### src/rtl/m68k_sdram_controller.sv
// m68k_sdram_controller: owns the SDRAM pins. Runs the power-up init sequence,
// periodic auto-refresh, 8-word burst line fills and byte-masked single writes
// requested by the 68k cache controller.
module m68k_sdram_controller #(
    parameter int unsigned INIT_WAIT        = 5000,
    parameter int unsigned REFRESH_INTERVAL = 375,
    parameter int unsigned T_RCD            = 2,
    parameter int unsigned T_RP             = 2,
    parameter int unsigned T_RFC            = 7,
    parameter int unsigned T_WR             = 2
) (
    input  logic        Clock,
    input  logic        Reset_H,
    input  logic        DramSelect_L,
    input  logic        AS_L,
    input  logic        WE_L,
    input  logic        UDS_L,
    input  logic        LDS_L,
    input  logic [31:0] Address,
    input  logic [15:0] DataIn,
    output logic [15:0] DataOut,
    output logic        Dtack_L,
    output logic        Initialised_H,
    output logic        SDram_CKE_H,
    output logic        SDram_CS_L,
    output logic        SDram_RAS_L,
    output logic        SDram_CAS_L,
    output logic        SDram_WE_L,
    output logic [1:0]  SDram_BA,
    output logic [12:0] SDram_Addr,
    output logic [1:0]  SDram_DQM,
    output logic [15:0] SDram_DQ_Out,
    output logic        SDram_DQ_OE_H,
    input  logic [15:0] SDram_DQ_In
);

    localparam int unsigned CNT_W        = 16;
    localparam int unsigned RCNT_W       = $clog2(REFRESH_INTERVAL + 1);
    localparam int unsigned READ_CYCLES  = 10 + T_RP;
    localparam int unsigned WRITE_CYCLES = T_WR + T_RP;

    // {CS_L, RAS_L, CAS_L, WE_L}
    localparam logic [3:0] CMD_NOP   = 4'b0111;
    localparam logic [3:0] CMD_ACT   = 4'b0011;
    localparam logic [3:0] CMD_READ  = 4'b0101;
    localparam logic [3:0] CMD_WRITE = 4'b0100;
    localparam logic [3:0] CMD_PRE   = 4'b0010;
    localparam logic [3:0] CMD_REF   = 4'b0001;
    localparam logic [3:0] CMD_MRS   = 4'b0000;

    localparam logic [12:0] MODE_WORD = 13'h0223;

    typedef enum logic [3:0] {
        S_INIT_WAIT,
        S_INIT_PRE,
        S_INIT_REF1,
        S_INIT_REF2,
        S_INIT_MODE,
        S_IDLE,
        S_REFRESH,
        S_ACTIVE,
        S_READ,
        S_WRITE_REC,
        S_WAIT_END
    } state_e;

    state_e             state_q, state_d;
    logic [CNT_W-1:0]   cnt_q, cnt_d;
    logic [RCNT_W-1:0]  ref_cnt_q, ref_cnt_d;
    logic               ref_pend_q, ref_pend_d;

    logic [3:0]         cmd_q, cmd_d;
    logic [1:0]         ba_q, ba_d;
    logic [12:0]        addr_q, addr_d;
    logic [1:0]         dqm_q, dqm_d;
    logic [15:0]        dq_out_q, dq_out_d;
    logic               oe_q, oe_d;
    logic               dtack_q, dtack_d;
    logic               init_q, init_d;

    logic               req_c;
    logic               wait_last_c;
    logic [9:0]         col_c;
    logic [12:0]        row_c;
    logic [1:0]         bank_c;
    logic               unused_addr_c;

    assign req_c         = ~DramSelect_L & ~AS_L;
    assign col_c         = Address[10:1];
    assign row_c         = Address[23:11];
    assign bank_c        = Address[25:24];
    assign unused_addr_c = ^{Address[31:26], Address[0]};

    // Last cycle of the timed wait in the current state.
    always_comb begin
        wait_last_c = 1'b0;
        case (state_q)
            S_INIT_WAIT: wait_last_c = (cnt_q == CNT_W'(INIT_WAIT - 1));
            S_INIT_PRE:  wait_last_c = (cnt_q == CNT_W'(T_RP));
            S_INIT_REF1: wait_last_c = (cnt_q == CNT_W'(T_RFC));
            S_INIT_REF2: wait_last_c = (cnt_q == CNT_W'(T_RFC));
            S_INIT_MODE: wait_last_c = (cnt_q == CNT_W'(1));
            // Idle re-decides one cycle early so the next command lands T_RFC after REF.
            S_REFRESH:   wait_last_c = (cnt_q == CNT_W'(T_RFC - 2));
            S_ACTIVE:    wait_last_c = (cnt_q == CNT_W'(T_RCD - 1));
            S_READ:      wait_last_c = (cnt_q == CNT_W'(READ_CYCLES - 1));
            S_WRITE_REC: wait_last_c = (cnt_q == CNT_W'(WRITE_CYCLES - 1));
            default:     wait_last_c = 1'b0;
        endcase
    end

    // State register and wait counter.
    always_ff @(posedge Clock) begin
        if (Reset_H) begin
            state_q <= S_INIT_WAIT;
            cnt_q   <= '0;
        end else begin
            state_q <= state_d;
            cnt_q   <= cnt_d;
        end
    end

    // Next-state logic.
    always_comb begin
        state_d = state_q;
        cnt_d   = wait_last_c ? '0 : cnt_q + CNT_W'(1);
        case (state_q)
            S_INIT_WAIT: if (wait_last_c) state_d = S_INIT_PRE;
            S_INIT_PRE:  if (wait_last_c) state_d = S_INIT_REF1;
            S_INIT_REF1: if (wait_last_c) state_d = S_INIT_REF2;
            S_INIT_REF2: if (wait_last_c) state_d = S_INIT_MODE;
            S_INIT_MODE: if (wait_last_c) state_d = S_IDLE;
            S_IDLE: begin
                cnt_d = '0;
                if (ref_pend_q) begin
                    state_d = S_REFRESH;
                end else if (req_c) begin
                    state_d = S_ACTIVE;
                end
            end
            S_REFRESH:   if (wait_last_c) state_d = S_IDLE;
            S_ACTIVE:    if (wait_last_c) state_d = WE_L ? S_READ : S_WRITE_REC;
            S_READ:      if (wait_last_c) state_d = S_WAIT_END;
            S_WRITE_REC: if (wait_last_c) state_d = S_WAIT_END;
            S_WAIT_END: begin
                cnt_d = '0;
                if (!req_c) state_d = S_IDLE;
            end
            default: state_d = S_INIT_WAIT;
        endcase
    end

    // Output logic: next values of the registered pins and handshakes.
    always_comb begin
        cmd_d    = CMD_NOP;
        ba_d     = ba_q;
        addr_d   = addr_q;
        dqm_d    = 2'b11;
        dq_out_d = dq_out_q;
        oe_d     = 1'b0;
        dtack_d  = 1'b1;
        init_d   = init_q;
        case (state_q)
            S_INIT_WAIT: begin
                if (wait_last_c) begin
                    cmd_d  = CMD_PRE;
                    addr_d = 13'h0400;
                end
            end
            S_INIT_PRE, S_INIT_REF1: begin
                if (wait_last_c) cmd_d = CMD_REF;
            end
            S_INIT_REF2: begin
                if (wait_last_c) begin
                    cmd_d  = CMD_MRS;
                    addr_d = MODE_WORD;
                    ba_d   = 2'b00;
                end
            end
            S_INIT_MODE: begin
                if (wait_last_c) init_d = 1'b1;
            end
            S_IDLE: begin
                if (ref_pend_q) begin
                    cmd_d = CMD_REF;
                end else if (req_c) begin
                    cmd_d  = CMD_ACT;
                    addr_d = row_c;
                    ba_d   = bank_c;
                end
            end
            S_ACTIVE: begin
                if (wait_last_c) begin
                    ba_d = bank_c;
                    if (WE_L) begin
                        // Line fill: aligned 8-word burst with auto-precharge.
                        cmd_d  = CMD_READ;
                        addr_d = {2'b00, 1'b1, col_c[9:3], 3'b000};
                        dqm_d  = 2'b00;
                    end else begin
                        cmd_d    = CMD_WRITE;
                        addr_d   = {2'b00, 1'b1, col_c};
                        dqm_d    = {UDS_L, LDS_L};
                        dq_out_d = DataIn;
                        oe_d     = 1'b1;
                    end
                end
            end
            // Keep DQM low so the burst data is not masked at the pad.
            S_READ:      dqm_d   = 2'b00;
            S_WRITE_REC: dtack_d = 1'b0;
            S_WAIT_END:  dtack_d = ~req_c;
            default: ;
        endcase
    end

    // Refresh interval counter and pending request flag.
    always_comb begin
        ref_cnt_d  = ref_cnt_q + RCNT_W'(1);
        ref_pend_d = ref_pend_q;
        if (cmd_d == CMD_REF) ref_pend_d = 1'b0;
        if (ref_cnt_q == RCNT_W'(REFRESH_INTERVAL - 1)) begin
            ref_cnt_d  = '0;
            ref_pend_d = 1'b1;
        end
    end

    // Refresh counter registers.
    always_ff @(posedge Clock) begin
        if (Reset_H) begin
            ref_cnt_q  <= '0;
            ref_pend_q <= 1'b0;
        end else begin
            ref_cnt_q  <= ref_cnt_d;
            ref_pend_q <= ref_pend_d;
        end
    end

    // Registered SDRAM pins and handshakes.
    always_ff @(posedge Clock) begin
        if (Reset_H) begin
            cmd_q    <= CMD_NOP;
            ba_q     <= 2'b00;
            addr_q   <= '0;
            dqm_q    <= 2'b11;
            dq_out_q <= '0;
            oe_q     <= 1'b0;
            dtack_q  <= 1'b1;
            init_q   <= 1'b0;
        end else begin
            cmd_q    <= cmd_d;
            ba_q     <= ba_d;
            addr_q   <= addr_d;
            dqm_q    <= dqm_d;
            dq_out_q <= dq_out_d;
            oe_q     <= oe_d;
            dtack_q  <= dtack_d;
            init_q   <= init_d;
        end
    end

    assign {SDram_CS_L, SDram_RAS_L, SDram_CAS_L, SDram_WE_L} = cmd_q;
    assign SDram_CKE_H   = 1'b1;
    assign SDram_BA      = ba_q;
    assign SDram_Addr    = addr_q;
    assign SDram_DQM     = dqm_q;
    assign SDram_DQ_Out  = dq_out_q;
    assign SDram_DQ_OE_H = oe_q;
    assign Dtack_L       = dtack_q;
    assign Initialised_H = init_q;
    assign DataOut       = SDram_DQ_In;

endmodule

### config.mk
export PLATFORM = sky130hd
export DESIGN_NAME = m68k_sdram_controller
export DESIGN_NICKNAME = d
export VERILOG_FILES = /design/src/rtl/m68k_sdram_controller.sv
export SDC_FILE = /design/constraint.sdc
export NUM_CORES = 1
export LEC_CHECK = 0
export CORE_MARGIN = 8
export CORE_UTILIZATION = 44
export DETAILED_ROUTE_END_ITERATION = 8
export GPL_ROUTABILITY_DRIVEN = 0
export GPL_TIMING_DRIVEN = 1
export PLACE_DENSITY = 0.88
export SLEW_MARGIN = 20
export SYNTH_ARGS = -nofsm -noshare
export SYNTH_HDL_FRONTEND = slang
export SYNTH_SLANG_ARGS = --single-unit
### constraint.sdc
create_clock -name Clock -period 2.6 [get_ports Clock]
set_clock_uncertainty 0.05 [all_clocks]
set_input_delay 0.65 -clock Clock [delete_from_list [all_inputs] [get_ports Clock]]
set_output_delay 0.65 -clock Clock [all_outputs]
set_load 0.02 [all_outputs]
# [Word-level counts from Yosys, hierarchy flattened]
# Index checks and enable logic that the tools add are counted.
[totals] regBits=70
[classes] add_sub_neg=2 eq_ne=30 mux=40 bitwise_logic=7 reduce_logical=17
[op_table] op="2-to-1 mux 13 bit" n=5
[op_table] op="one-hot mux 13 bit (4 select lines)" n=1
[op_table] op="2-to-1 mux 4 bit" n=10
[op_table] op="one-hot mux 4 bit (9 select lines)" n=1
[op_table] op="equality test 16 x 2 -> 1 bit, second input constant" n=2
[op_table] op="equality test 16 x 3 -> 1 bit, second input constant" n=2
[op_table] op="2-to-1 mux 3 bit" n=6
[op_table] op="adder 16 x 1 -> 16 bit, second input constant" n=1
[op_table] op="equality test 16 x 1 -> 1 bit, second input constant" n=1
[op_table] op="equality test 16 x 13 -> 1 bit, second input constant" n=1
[op_table] op="equality test 16 x 4 -> 1 bit, second input constant" n=1
[op_table] op="equality test 4 x 3 -> 1 bit, second input constant" n=4
[op_table] op="inequality test 2 bit, second input constant" n=8
[op_table] op="one-hot mux 3 bit (5 select lines)" n=1
[op_table] op="2-to-1 mux 2 bit" n=7
[op_table] op="equality test 4 bit, second input constant" n=3
[op_table] op="OR reduction 2 bit" n=6
[op_table] op="adder 9 x 1 -> 9 bit, second input constant" n=1
[op_table] op="equality test 9 bit, second input constant" n=1
[op_table] op="AND reduction 9 bit" n=1
[op_table] op="equality test 4 x 1 -> 1 bit, second input constant" n=2
[op_table] op="equality test 4 x 2 -> 1 bit, second input constant" n=2
[op_table] op="one-hot mux 1 bit (7 select lines)" n=1
[op_table] op="inverter 1 bit" n=6
[op_table] op="other kinds (17)" n=22

# [Longest topological paths before layout]
[logic_depth] word_depth=8 mapped_depth=11 depth_no_buf=7

# [Worst setup path after synthesis]
# No wires, ideal clock.
[synth_timing] path_kind="reg2reg" start="reg state_q[3]" end="reg cnt_q[11]" setup_time_ns=0.064 arrival_ns=2.127 required_time_ns=2.486 slack_ns=0.359 stages_incl_launch_ff=10 path_buffers=3 period_less_slack_ns=2.241 path_cell_list="dfxtp_1 buf_6 or3_4 a21oi_2 nor4_1 o211a_4 or4_4 buf_6 buf_6 nor2_1"
[synth_between] elab_chain_len=4
[synth_rtl] element="from (decl)" line_no="67" rtl="state_e state_q, state_d;"
[synth_rtl] element="from (signal assigned)" line_no="118" rtl="state_q <= state_d;"
[synth_rtl] element="equality test 4 x 3 -> 1 bit or equality test 4 x 2 -> 1 bit (tied branches)" line_no="97" rtl="case (state_q)"
[synth_rtl] element="OR reduction 2 bit (no line)"
[synth_rtl] element="one-hot mux 1 bit (7 select lines)" line_no="97"
[synth_rtl] element="OR reduction 4 bit (no line) *"
[synth_rtl] element="to (signal assigned)" line_no="119" rtl="cnt_q <= cnt_d;"
[synth_rtl] element="to (decl)" line_no="68" rtl="logic [CNT_W-1:0] cnt_q, cnt_d;"
# Every way passes the cells marked *; elsewhere a longest branch is shown, timed or not.
# A chain may end at the register's enable or synchronous reset.

# [Final worst setup path]
[layout_timing] start="reg state_q[2]" end="reg cmd_q[0]"
[layout_between] elab_chain_len=5
[layout_rtl] element="equality test 4 x 3 -> 1 bit (tied with other cells)" line_no="97, 163"
[layout_rtl] element="OR reduction 2 bit (no line)"
[layout_rtl] element="one-hot mux 1 bit (7 select lines)" line_no="97"
[layout_rtl] element="2-to-1 mux 2 bit (tied with other cells)" line_no="193" rtl="if (wait_last_c) begin"
[layout_rtl] element="one-hot mux 3 bit (5 select lines) *" line_no="163" rtl="case (state_q)"
[layout_rtl] element="to (signal assigned)" line_no="251" rtl="cmd_q <= cmd_d;"
[layout_rtl] element="to (decl)" line_no="72" rtl="logic [3:0] cmd_q, cmd_d;"
# Marks and branches as above.

==> results <==
layer usage:
metal / part of all wire / track usage
met5: 0 / 0
met4: 0.020 / 0.04447
met3: 0.072 / 0.06939
met2: 0.51 / 0.2947
met1: 0.40 / 0.1696
timing repair:
| action | in CTS | in global routing |
|---|---|---|
| hold buffers | 0 | 0 |
| resized for setup | 0 | 3 |
| setup endpoints to repair | 0 | 13 |
| hold endpoints to repair | 0 | 0 |
state kept, by name, indices dropped and copies added, names as in the netlist:
name           cells
SDram_BA           2
SDram_Addr        13
SDram_DQ_OE_H      1
cmd_q              3
SDram_DQM          2
Dtack_L            1
ref_cnt_q          9
cnt_q             16
state_q            4
ref_pend_q         1
Initialised_H      1
SDram_DQ_Out      16
power breakdown:
part           switching (mW)  total, mW  internal (mW)  leakage [nW]
combinational           0.139      0.296          0.156         0.955
sequential             0.0242       1.10           1.07         0.558
clock                   0.447       1.00          0.557         0.113
total                   0.611       2.40           1.78          1.63
final timing paths:
path                          end  slack, ns  cells after the start
hold / removal    SDram_DQ_Out[0]       0.41                      2
hold reg to reg   SDram_DQ_Out[0]       0.41                      2
setup reg to reg         cmd_q[0]       0.21                      7
setup / recovery         cmd_q[0]       0.21                      7
synth_stat cells (4+ instances only):
master | number | area share
inv_1 | 9 | 0.010
and3_1 | 5 | 0.0092
nor2_1 | 51 | 0.056
nand3b_1 | 5 | 0.011
o21ai_0 | 16 | 0.024
nor3_1 | 6 | 0.0088
nor2b_1 | 6 | 0.011
nand3_1 | 11 | 0.016
nand2_1 | 54 | 0.060
o2bb2ai_1 | 9 | 0.023
or4_1 | 4 | 0.0088
a31oi_1 | 6 | 0.011
clkbuf_1 | 9 | 0.010
buf_2 | 8 | 0.012
a21oi_1 | 29 | 0.043
nor4_1 | 5 | 0.0092
mux2i_1 | 9 | 0.027
xor2_1 | 11 | 0.028
a21o_1 | 5 | 0.011
buf_4 | 19 | 0.042
xnor2_1 | 10 | 0.026
dfxtp_1 | 69 | 0.41
nand2b_1 | 4 | 0.0074
or3_1 | 5 | 0.0092
final cells by class:
class,instances,area share
clock inverters,7,0.02324
multi-input cells,292,0.3818
repair buffers,106,0.2263
inverters,9,0.007471
clock buffers,9,0.02739
flip-flops and latches,69,0.3055
well taps,102,0.02822
logic make-up (layout without fill, tap and decap cells):
logic type,after synthesis,count (layout)
compound gates,88,88
xor+xnor,21,21
fa+ha+maj,3,3
buf+inv,51,131
flops,69,69
mux,9,9
other cells,2,2
simple gates,169,169
stage by stage:
stage,std cells,hold slack [ns]
final,594,0.4078
after global routing,594,0.4260
after CTS,594,0.4096
after detailed placement,578,0.3957
after global placement,578,0.3879
after floorplan,412,0.3758
worst max-delay path, delay by kind of cell (launching register included):
family	cells	cell delay, ns
compound gates	4	0.78
buf+inv	1	0.18
flops	1	0.46
simple gates	2	0.80
==> impl_metrics.py <==
metrics = {
    "layout": {
        "fill_cells": 663,
        "multiInputGateArea_sq_um": 1727,
        "drive_gt1_frac": 0.09553,
        "postLayoutCoreUtil": 0.5944,
        "layout_common_cells": "clkdlybuf4s50_1, dfxtp_1, nand2_1",
        "seq_area_sq_um": 1381,
        "design_area_sq_um": 4522,
        "synthToLayoutAreaGrowth_pct": 33.26,
        "layout.nets": 561,
        "layout_commonest_cell": "clkdlybuf4s50_1",
        "antenna_cells": 0,
    },
    "pwr": {
        "power_mw": 2.395,
        "p_per_area_nw_per_um2": 529.7,
        "vdd_drop_max_mv": 0.3196,
        "p_leak_nw": 1.626,
    },
    "sta": {
        "timing.final.crit_share": 0.9200,
        "fin_crit_ns": 2.392,
        "fin_setup_tns_ns": 0,
        "fmax_mhz": 418.1,
        "hold_viol": 0,
        "setup_viol": 0,
        "drv_slew": 0,
        "rsz0062_at_grt": "no",
        "layout_setup_ws_ns": 0.2081,
    },
    "outcome": {
        "status": "complete, no violations",
    },
    "cts": {
        "clk_latency_ns": 0.35,
        "htree_levels": 3,
        "clock_path_buffers": 2,
        "cts_tree": "done",
        "cts_buffers": 9,
        "root_buffer": "clkbuf_8",
        "post-cts-setup-buffers": 0,
        "clk_pin_slew_ns": 0.08,
        "cts_sinks": 69,
    },
    "placed_design": {
        "dp_hpwl_um": 6435,
        "placed_area_sq_um": 4283,
        "post-place-ws_ns": 0.04476,
        "io_buffers": 86,
    },
    "yosys": {
        "synth_compound_area_frac": 0.1707,
        "synthXorXnorAreaFrac": 0.05420,
        "synthMuxAreaShare": 0.02655,
        "yosys.area_share.simple": 0.2412,
        "yosysUniqueCellTypes": 56,
        "synth_fp_nets": 486,
        "ys_warn_count": 0,
        "syn_area_sq_um": 3393,
        "synthAdderAreaFrac": 0.01106,
        "ys_seq_elements": 69,
        "async_reset_ff_frac": 0,
        "synth_top_family_by_area": "simple AND/OR/NAND/NOR gates",
        "seq_area_frac_synth": 0.4071,
        "avgSynthCellArea_sq_um": 8.236,
        "synth_edf_count": 0,
        "netlist_instances": 412,
        "synth_ff_type": "dfxtp_1",
    },
    "drt": {
        "drt_iter0_drc": 116,
        "dr_total_vias": 3156,
        "ant_nets": 0,
        "viasPerCell": 5.313,
        "first_pass_iters": 4,
        "wl_per_cell_um": 14.78,
        "routed_wl_um": 8780,
        "drc": 0,
    },
    "setup_path": {
        "slowest_stage": "dfxtp_1",
        "cp.arrival_ns": 2.57,
        "cp-startpoint": "state_q[2]",
        "end_kind": "register",
        "worst_setup_path_start_kind": "register",
        "r2r_start": "state_q[2]",
        "path_cells": "or3_4, a21o_1, a211oi_1, o211a_4, buf_4, a21oi_1, or4_1",
        "path_max_fanout": 15,
        "critical_path_class": "reg -> reg",
        "required_ns": 2.77,
        "cpPeakStageDelay_ns": 0.46,
    },
    "grt": {
        "antenna_found_initial": 0,
        "grt_pass1_vias": 3181,
        "grt.overflow.total": 0,
        "grt_first_pass_wirelength_um": 15040,
        "grt.total_usage": 0.1637,
        "grt_max_degree": 33,
    },
    "hold_path": {
        "min_path_type": "reg -> reg",
        "min_from": "SDram_DQ_Out[0]",
    },
    "floorplanning": {
        "die_h_um": 103.8,
        "coreArea_sq_um": 7607,
        "dieArea_sq_um": 10780,
        "rows": 32,
        "initial_core_util": 0.4461,
        "die-width_um": 103.8,
        "pin_count": 128,
    },
    "job": {
        "cap_viol_max_count": 0,
    },
}
Note: power is estimated with default switching activity, not from simulation.
